File: config.mk
export PLATFORM = sky130hd
export DESIGN_NAME = debouncer_multi
export DESIGN_NICKNAME = d
export VERILOG_FILES = /design/src/rtl/debounce_pkg.sv /design/src/rtl/debounce_channel.sv /design/src/rtl/debouncer_multi.sv
export SDC_FILE = /design/constraint.sdc
export NUM_CORES = 1
export LEC_CHECK = 0
export ABC_AREA = 1
export CAP_MARGIN = 15
export CORE_ASPECT_RATIO = 0.6
export CORE_UTILIZATION = 63
export DETAILED_ROUTE_END_ITERATION = 10
export PLACE_DENSITY = 0.9
export SYNTH_ARGS = -nofsm -noshare
export SYNTH_HDL_FRONTEND = slang
export SYNTH_SLANG_ARGS = --single-unit
File: constraint.sdc
create_clock -name clk -period 2.4 [get_ports clk]
set_clock_uncertainty 0.2 [all_clocks]
set_input_delay 0.36 -clock clk [delete_from_list [all_inputs] [get_ports clk]]
set_output_delay 0.36 -clock clk [all_outputs]
set_load 0.05 [all_outputs]
File: src/rtl/debounce_pkg.sv
// Shared constants and helpers for the debouncer family.
package debounce_pkg;

  localparam int unsigned DEF_STABLE_CYCLES = 1000;
  localparam int unsigned DEF_SYNC_STAGES   = 2;

  // Width of a stability counter that only ever needs to reach stable-1.
  function automatic int unsigned cnt_width(input int unsigned stable);
    return $clog2(stable);
  endfunction

endpackage

File: src/rtl/debounce_channel.sv
// One debounce lane: input synchroniser, stability counter, level and edge pulses.
module debounce_channel
  import debounce_pkg::*;
#(
  parameter int unsigned STABLE_CYCLES = DEF_STABLE_CYCLES,
  parameter int unsigned SYNC_STAGES   = DEF_SYNC_STAGES,
  parameter logic        INIT_LEVEL    = 1'b0
) (
  input  logic clk,
  input  logic rst,
  input  logic din_i,
  output logic level_o,
  output logic rise_o,
  output logic fall_o,
  output logic cnt_zero_o
);

  localparam int unsigned      CntW    = cnt_width(STABLE_CYCLES);
  localparam logic [CntW-1:0] CntLast = CntW'(STABLE_CYCLES - 1);
  localparam logic [CntW-1:0] CntOne  = CntW'(1);

  logic [SYNC_STAGES-1:0] sync_q, sync_d;
  logic [CntW-1:0]        cnt_q, cnt_d;
  logic                   level_q, level_d;
  logic                   rise_q, rise_d;
  logic                   fall_q, fall_d;
  logic                   sync_s;

  assign sync_s = sync_q[SYNC_STAGES-1];

  // Shift the raw pin into the synchroniser chain.
  always_comb begin
    sync_d = {sync_q[SYNC_STAGES-2:0], din_i};
  end

  // Count consecutive cycles the synchronised input differs from the level.
  always_comb begin
    cnt_d   = cnt_q;
    level_d = level_q;
    rise_d  = 1'b0;
    fall_d  = 1'b0;
    if (sync_s == level_q) begin
      // Any agreeing sample throws away a pending change.
      cnt_d = '0;
    end else if (cnt_q == CntLast) begin
      level_d = sync_s;
      cnt_d   = '0;
      rise_d  = sync_s;
      fall_d  = ~sync_s;
    end else begin
      cnt_d = cnt_q + CntOne;
    end
  end

  // State registers with synchronous reset.
  always_ff @(posedge clk) begin
    if (rst) begin
      sync_q  <= {SYNC_STAGES{INIT_LEVEL}};
      cnt_q   <= '0;
      level_q <= INIT_LEVEL;
      rise_q  <= 1'b0;
      fall_q  <= 1'b0;
    end else begin
      sync_q  <= sync_d;
      cnt_q   <= cnt_d;
      level_q <= level_d;
      rise_q  <= rise_d;
      fall_q  <= fall_d;
    end
  end

  assign level_o    = level_q;
  assign rise_o     = rise_q;
  assign fall_o     = fall_q;
  assign cnt_zero_o = (cnt_q == '0);

endmodule

File: src/rtl/debouncer_multi.sv
// N independent debounce lanes plus pulse masking and aggregate status flags.
module debouncer_multi
  import debounce_pkg::*;
#(
  parameter int unsigned          CHANNELS      = 4,
  parameter int unsigned          STABLE_CYCLES = DEF_STABLE_CYCLES,
  parameter int unsigned          SYNC_STAGES   = DEF_SYNC_STAGES,
  parameter logic                 INIT_LEVEL    = 1'b0,
  parameter logic [CHANNELS-1:0]  PULSE_MASK    = {CHANNELS{1'b1}}
) (
  input  logic                clk,
  input  logic                rst,
  input  logic [CHANNELS-1:0] entrada,
  output logic [CHANNELS-1:0] level_o,
  output logic [CHANNELS-1:0] rise_o,
  output logic [CHANNELS-1:0] fall_o,
  output logic                any_rise_o,
  output logic                stable_cnt_max_o
);

  logic [CHANNELS-1:0] rise_raw, fall_raw, cnt_zero;
  logic                any_rise_q, any_rise_d;
  logic                stable_q, stable_d;

  for (genvar i = 0; i < CHANNELS; i++) begin : g_chan
    debounce_channel #(
      .STABLE_CYCLES (STABLE_CYCLES),
      .SYNC_STAGES   (SYNC_STAGES),
      .INIT_LEVEL    (INIT_LEVEL)
    ) u_chan (
      .clk        (clk),
      .rst        (rst),
      .din_i      (entrada[i]),
      .level_o    (level_o[i]),
      .rise_o     (rise_raw[i]),
      .fall_o     (fall_raw[i]),
      .cnt_zero_o (cnt_zero[i])
    );
  end

  // Masked lanes keep their level but never pulse.
  assign rise_o = rise_raw & PULSE_MASK;
  assign fall_o = fall_raw & PULSE_MASK;

  // Next-state for the aggregate flags.
  always_comb begin
    any_rise_d = |rise_o;
    stable_d   = &cnt_zero;
  end

  // Aggregate flag registers; all lanes counting zero right after reset.
  always_ff @(posedge clk) begin
    if (rst) begin
      any_rise_q <= 1'b0;
      stable_q   <= 1'b1;
    end else begin
      any_rise_q <= any_rise_d;
      stable_q   <= stable_d;
    end
  end

  assign any_rise_o       = any_rise_q;
  assign stable_cnt_max_o = stable_q;

endmodule

### After elaboration in Yosys (flattened, before gate mapping)

Index checks and enable logic that the tools add are counted.

* output and inout bits: 14
* bits in registers: 62
* bits of input ports: 6

* reductions and logical operators: 18
* eq/ne operators: 8
* bitwise logic cells: 12
* add/subtract/negate cells: 4

Operators with widths (count)
* 10-bit by 1-bit adder with 10-bit output (second input constant): 4
* 10-bit == test (second input constant): 4
* 10-bit zero test: 4
* 3-bit OR reduction: 8
* 1-bit inverter: 12
* 2-bit AND reduction: 4
* 1-bit == test: 4
* 4-bit AND reduction: 1
* 4-bit OR reduction: 1

### Depth between registers and ports, before layout

* depth after elaboration: 3
* gate-level depth with buffers: 8

### Cells and area by module

From an unflattened synthesis, not the netlist that was laid out.

* cell total of the unflattened synthesis: 432
* area, all modules: 2964.1 um^2

Modules (own cells, without submodules)
* debounce_channel: area each 724.4 um^2, cells each 106, times used 4, seq. area each 300.3 um^2
* debouncer_multi: area each 66.3 um^2, cells each 8, times used 1, seq. area each 40.0 um^2

### Worst setup path before layout

No wires, ideal clock.

* path kind: reg2reg
* start: register g_chan[1].u_chan.cnt_q[0]
* end: register g_chan[1].u_chan.cnt_q[0]
* stages on the path, launching flop included: 7
* path slack: 0.966 ns
* data arrival time: 1.113 ns
* period minus slack after synthesis: 1.434 ns
* cells stage by stage: dfxtp_1 -> ha_1 -> nand2_1 -> inv_1 -> nand3_2 -> nand2_4 -> nor2_2

* word-level cells in the longest chain between the ends: 2
* elaborated cells on any way between the ends: 3
* those cells by class: add/sub: 1; eq/ne: 1; reduce/logical: 1

RTL lines
* start, declared: RTL line debounce_channel.sv:23 `logic [CntW-1:0] cnt_q, cnt_d;`
* start signal, assigned: RTL line debounce_channel.sv:65 `cnt_q <= cnt_d;`
* parallel branches: the longest is 2 deep, another holds 10-bit by 1-bit adder with 10-bit output

Several ways; the timed one is not identified.
A chain may end at the register's enable or synchronous reset.

### Final worst setup path

* start: register g_chan[3].u_chan.level_q
* end: output level_o[3]

RTL lines
* start, declared: RTL line debounce_channel.sv:24 `logic level_q, level_d;`
* start signal, assigned: RTL line debounce_channel.sv:66 `level_q <= level_d;`
* end, declared: RTL line debouncer_multi.sv:14 `output logic [CHANNELS-1:0] level_o,`

No word-level cell between the ends.

==> impl_metrics.yaml <==
run_status:
  outcome: "complete, no violations"
yosys:
  synth-compound-area-share_pct: 4.11
  synthCells: 409
  yosys.area_share.adder_pct: 3.43
  syn-num-nets: 423
  synthMuxAreaShare_pct: 0
  yosysWarnings: 0
  ys_ff_latch: 62
  synth-simple-area-share_pct: 33.7
  synth_xor_area_share_pct: 3.60
  synth_cell_types: 26
  syn_avg_cell_area_sq_um: 7.14
  seq_area_frac_synth_pct: 42.5
  synth_top_family_by_area: "simple AND/OR/NAND/NOR gates"
  synthesis.area_sq_um: 2920
grt:
  grt.total_usage_pct: 25.8
  grt_max_degree: 12
  grt_pass1_wl_mm: 9.27
  antenna_found_initial: 0
  gr-total-overflow: 0
  grt_pass1_vias: 1991
die:
  start_util_pct: 68.3
  die_y_um: 54.8
  io_pins: 20
  rows: 18
  coreArea_sq_um: 4280
  die_area_sq_um: 4920
  die_w_um: 89.9
setup_path:
  crit_family: "buffers and inverters"
  worstSetupEndpointType: "primary output"
  crit_path_top_delay_cell: "clkdlybuf4s50_1"
  timing.rr.start: "g_chan[1].u_chan.cnt_q[0]"
  r2r_cells: 6
  path_depth: 1
  crit_arrival_ps: 1550
  rr_endpoint: "g_chan[1].u_chan.cnt_q[0]"
  crit_fanout: 4
  crit_path_start_kind: "flop"
  crit_buf_inv: 1
  regToRegSetupSlack_ps: 770
  cp_slowest_stage_delay_ps: 820
  crit_type: "reg -> out"
  startpoint: "g_chan[3].u_chan.level_o"
  crit_chain: "clkdlybuf4s50_1"
  worst-endpoint-required_ps: 1840
  cp-endpoint: "level_o[3]"
power:
  combPwrFrac_pct: 2.6
  sw_frac_of_total_pct: 21.3
  p_seq_share_pct: 52.8
  power_density_nw_per_um2: 602
  leakagePower_uw: 0.00125
  power_switching_uw: 423
  pwr-share-clk_pct: 44.6
  peakVddDrop_mv: 0.421
  p_int_uw: 1560
  power_uw: 1980
sta:
  drv_slew: 0
  tightest_slew_ps: 512
  post-route-period-util_pct: 87.9
  setup_viol: 0
  finalSetupTns_ps: 0
  fin_ws_ps: 291
  finalHoldViolCount: 0
  rsz0062_at_grt: "no"
  layout_min_cycle_time_ps: 2110
  slew_headroom_pct: 65.7
  max_clock_freq_ghz: 0.474
drt:
  drt_iter0_markers: 91
  routedWlPerCell_um: 11.6
  vias: 2437
  wirelength_mm: 5.69
  first_pass_iters: 4
  vias_per_cell: 4.96
  ant_nets: 0
  drc: 0
finish:
  final_common_cell: "nor2_1"
  final_nets: 441
  diodes: 0
  final_cell_mix: "78 x nor2_1, 76 x nand2_1, 62 x dfxtp_1"
  final.fill_count: 333
  drive_gt1_share_pct: 11.1
  syn_to_final_growth_pct: 12.6
  final_util_pct: 76.9
clock_tree:
  cts-htree-levels: 3
  ctsResizeCount: 0
  cts_sinks: 62
  cts_tree: "yes"
  clk_latency_ps: 340
  cts_buffers: 9
  clk_pin_slew_ps: 60
  clockBufferDepth: 2
  holdBufCountCts: 0
  clockRootBuffer: "clkbuf_8"
  cts_setup_buffers: 0
place:
  gp_congestion: 0.914
  dp_slack_ps: 589
  port-buffer-count: 19
  dp.final_hpwl_mm: 4.27
job:
  maxCapViolCount: 0
min_path:
  min_path_type: "reg -> reg"
## metrics by stage
stage                     hold slack [ps]  cells  area (sq um)
after floorplan                       188    409          2920
after global placement                190    476          3100
after detailed placement              196    476          3100
after CTS                             207    491          3290
after global routing                  222    491          3290
final                                 210    491          3290
## metal layers
metal	routed length, um	up-vias	share of wire [%]	GRT usage, %
met2	2420	78	43	39.4
met3	399	8	7.0	10.7
met5	0	-	0	0
met4	73	0	1.3	10.5
li1	-	1279	-	-
met1	2800	1072	49	32.9
## synth_stat cells, drive strengths merged
| cell type | instances | area, sq um |
|---|---|---|
| nor2 | 88 | 365 |
| nand2 | 83 | 334 |
| inv | 69 | 259 |
| dfxtp | 62 | 1240 |
| nand3 | 23 | 130 |
| a21oi | 17 | 104 |
| buf | 12 | 90.1 |
| nor3 | 11 | 55.1 |
| xor2 | 11 | 96.3 |
| nand4 | 9 | 56.3 |
| ha | 8 | 100 |
| clkinv | 5 | 18.8 |
| nand3b | 4 | 30.0 |
| o21ai | 2 | 10.0 |
| a31oi | 1 | 6.26 |
| clkbuf | 1 | 3.75 |
| nor4 | 1 | 6.26 |
| or2 | 1 | 6.26 |
| xnor2 | 1 | 8.76 |
## cell type report
type	count	area, sq um	area share, %
inverter	74	278	8.44
sequential	62	1240	37.7
tap	60	75.1	2.28
timing repair buffer	20	198	6.01
multi-input combinational	260	1310	39.8
clock inverter	4	47.5	1.45
clock buffer	11	141	4.30
## worst min path at each step
stage / startpoint / endpoint / slack [ps] / cells after the start
after CTS: g_chan[2].u_chan.sync_q[0] / g_chan[2].u_chan.sync_q[1] / 210 / 2
after floorplan: g_chan[0].u_chan.sync_q[0] / g_chan[0].u_chan.sync_q[1] / 190 / 2
after global routing: g_chan[2].u_chan.sync_q[0] / g_chan[2].u_chan.sync_q[1] / 220 / 2
after detailed placement: g_chan[2].u_chan.sync_q[0] / g_chan[2].u_chan.sync_q[1] / 200 / 2
after global placement: g_chan[0].u_chan.sync_q[0] / g_chan[0].u_chan.sync_q[1] / 190 / 2
final: g_chan[2].u_chan.sync_q[0] / g_chan[2].u_chan.sync_q[1] / 210 / 2
## state kept, by name, summed over array words and instances (netlist names)
name	count
g_chan.u_chan.level_o	4
g_chan.u_chan.sync_q	8
g_chan.u_chan.fall_o	4
g_chan.u_chan.cnt_q	40
stable_cnt_max_o	1
g_chan.u_chan.rise_o	4
any_rise_o	1
## power groups by stage
stage | logic, uW | registers, uW | clock network [uW]
floorplan | 28.0 | 1070 | 0
global placement | 50.3 | 1070 | 0
detailed placement | 52.3 | 1070 | 0
CTS | 52.6 | 1040 | 903
global route | 59.0 | 1050 | 940
finish | 52.3 | 1050 | 882
## cell families (layout without fill, tap and decap cells)
kind of cell,after synthesis,count (layout)
AND/OR/NAND/NOR,220,220
buffers and inverters,87,109
AO/OA/AOI/OAI,20,20
adder cells (fa/ha/maj),8,8
XOR/XNOR,12,12
flip-flops,62,62
No activity file was read; power rests on OpenSTA's default activity.
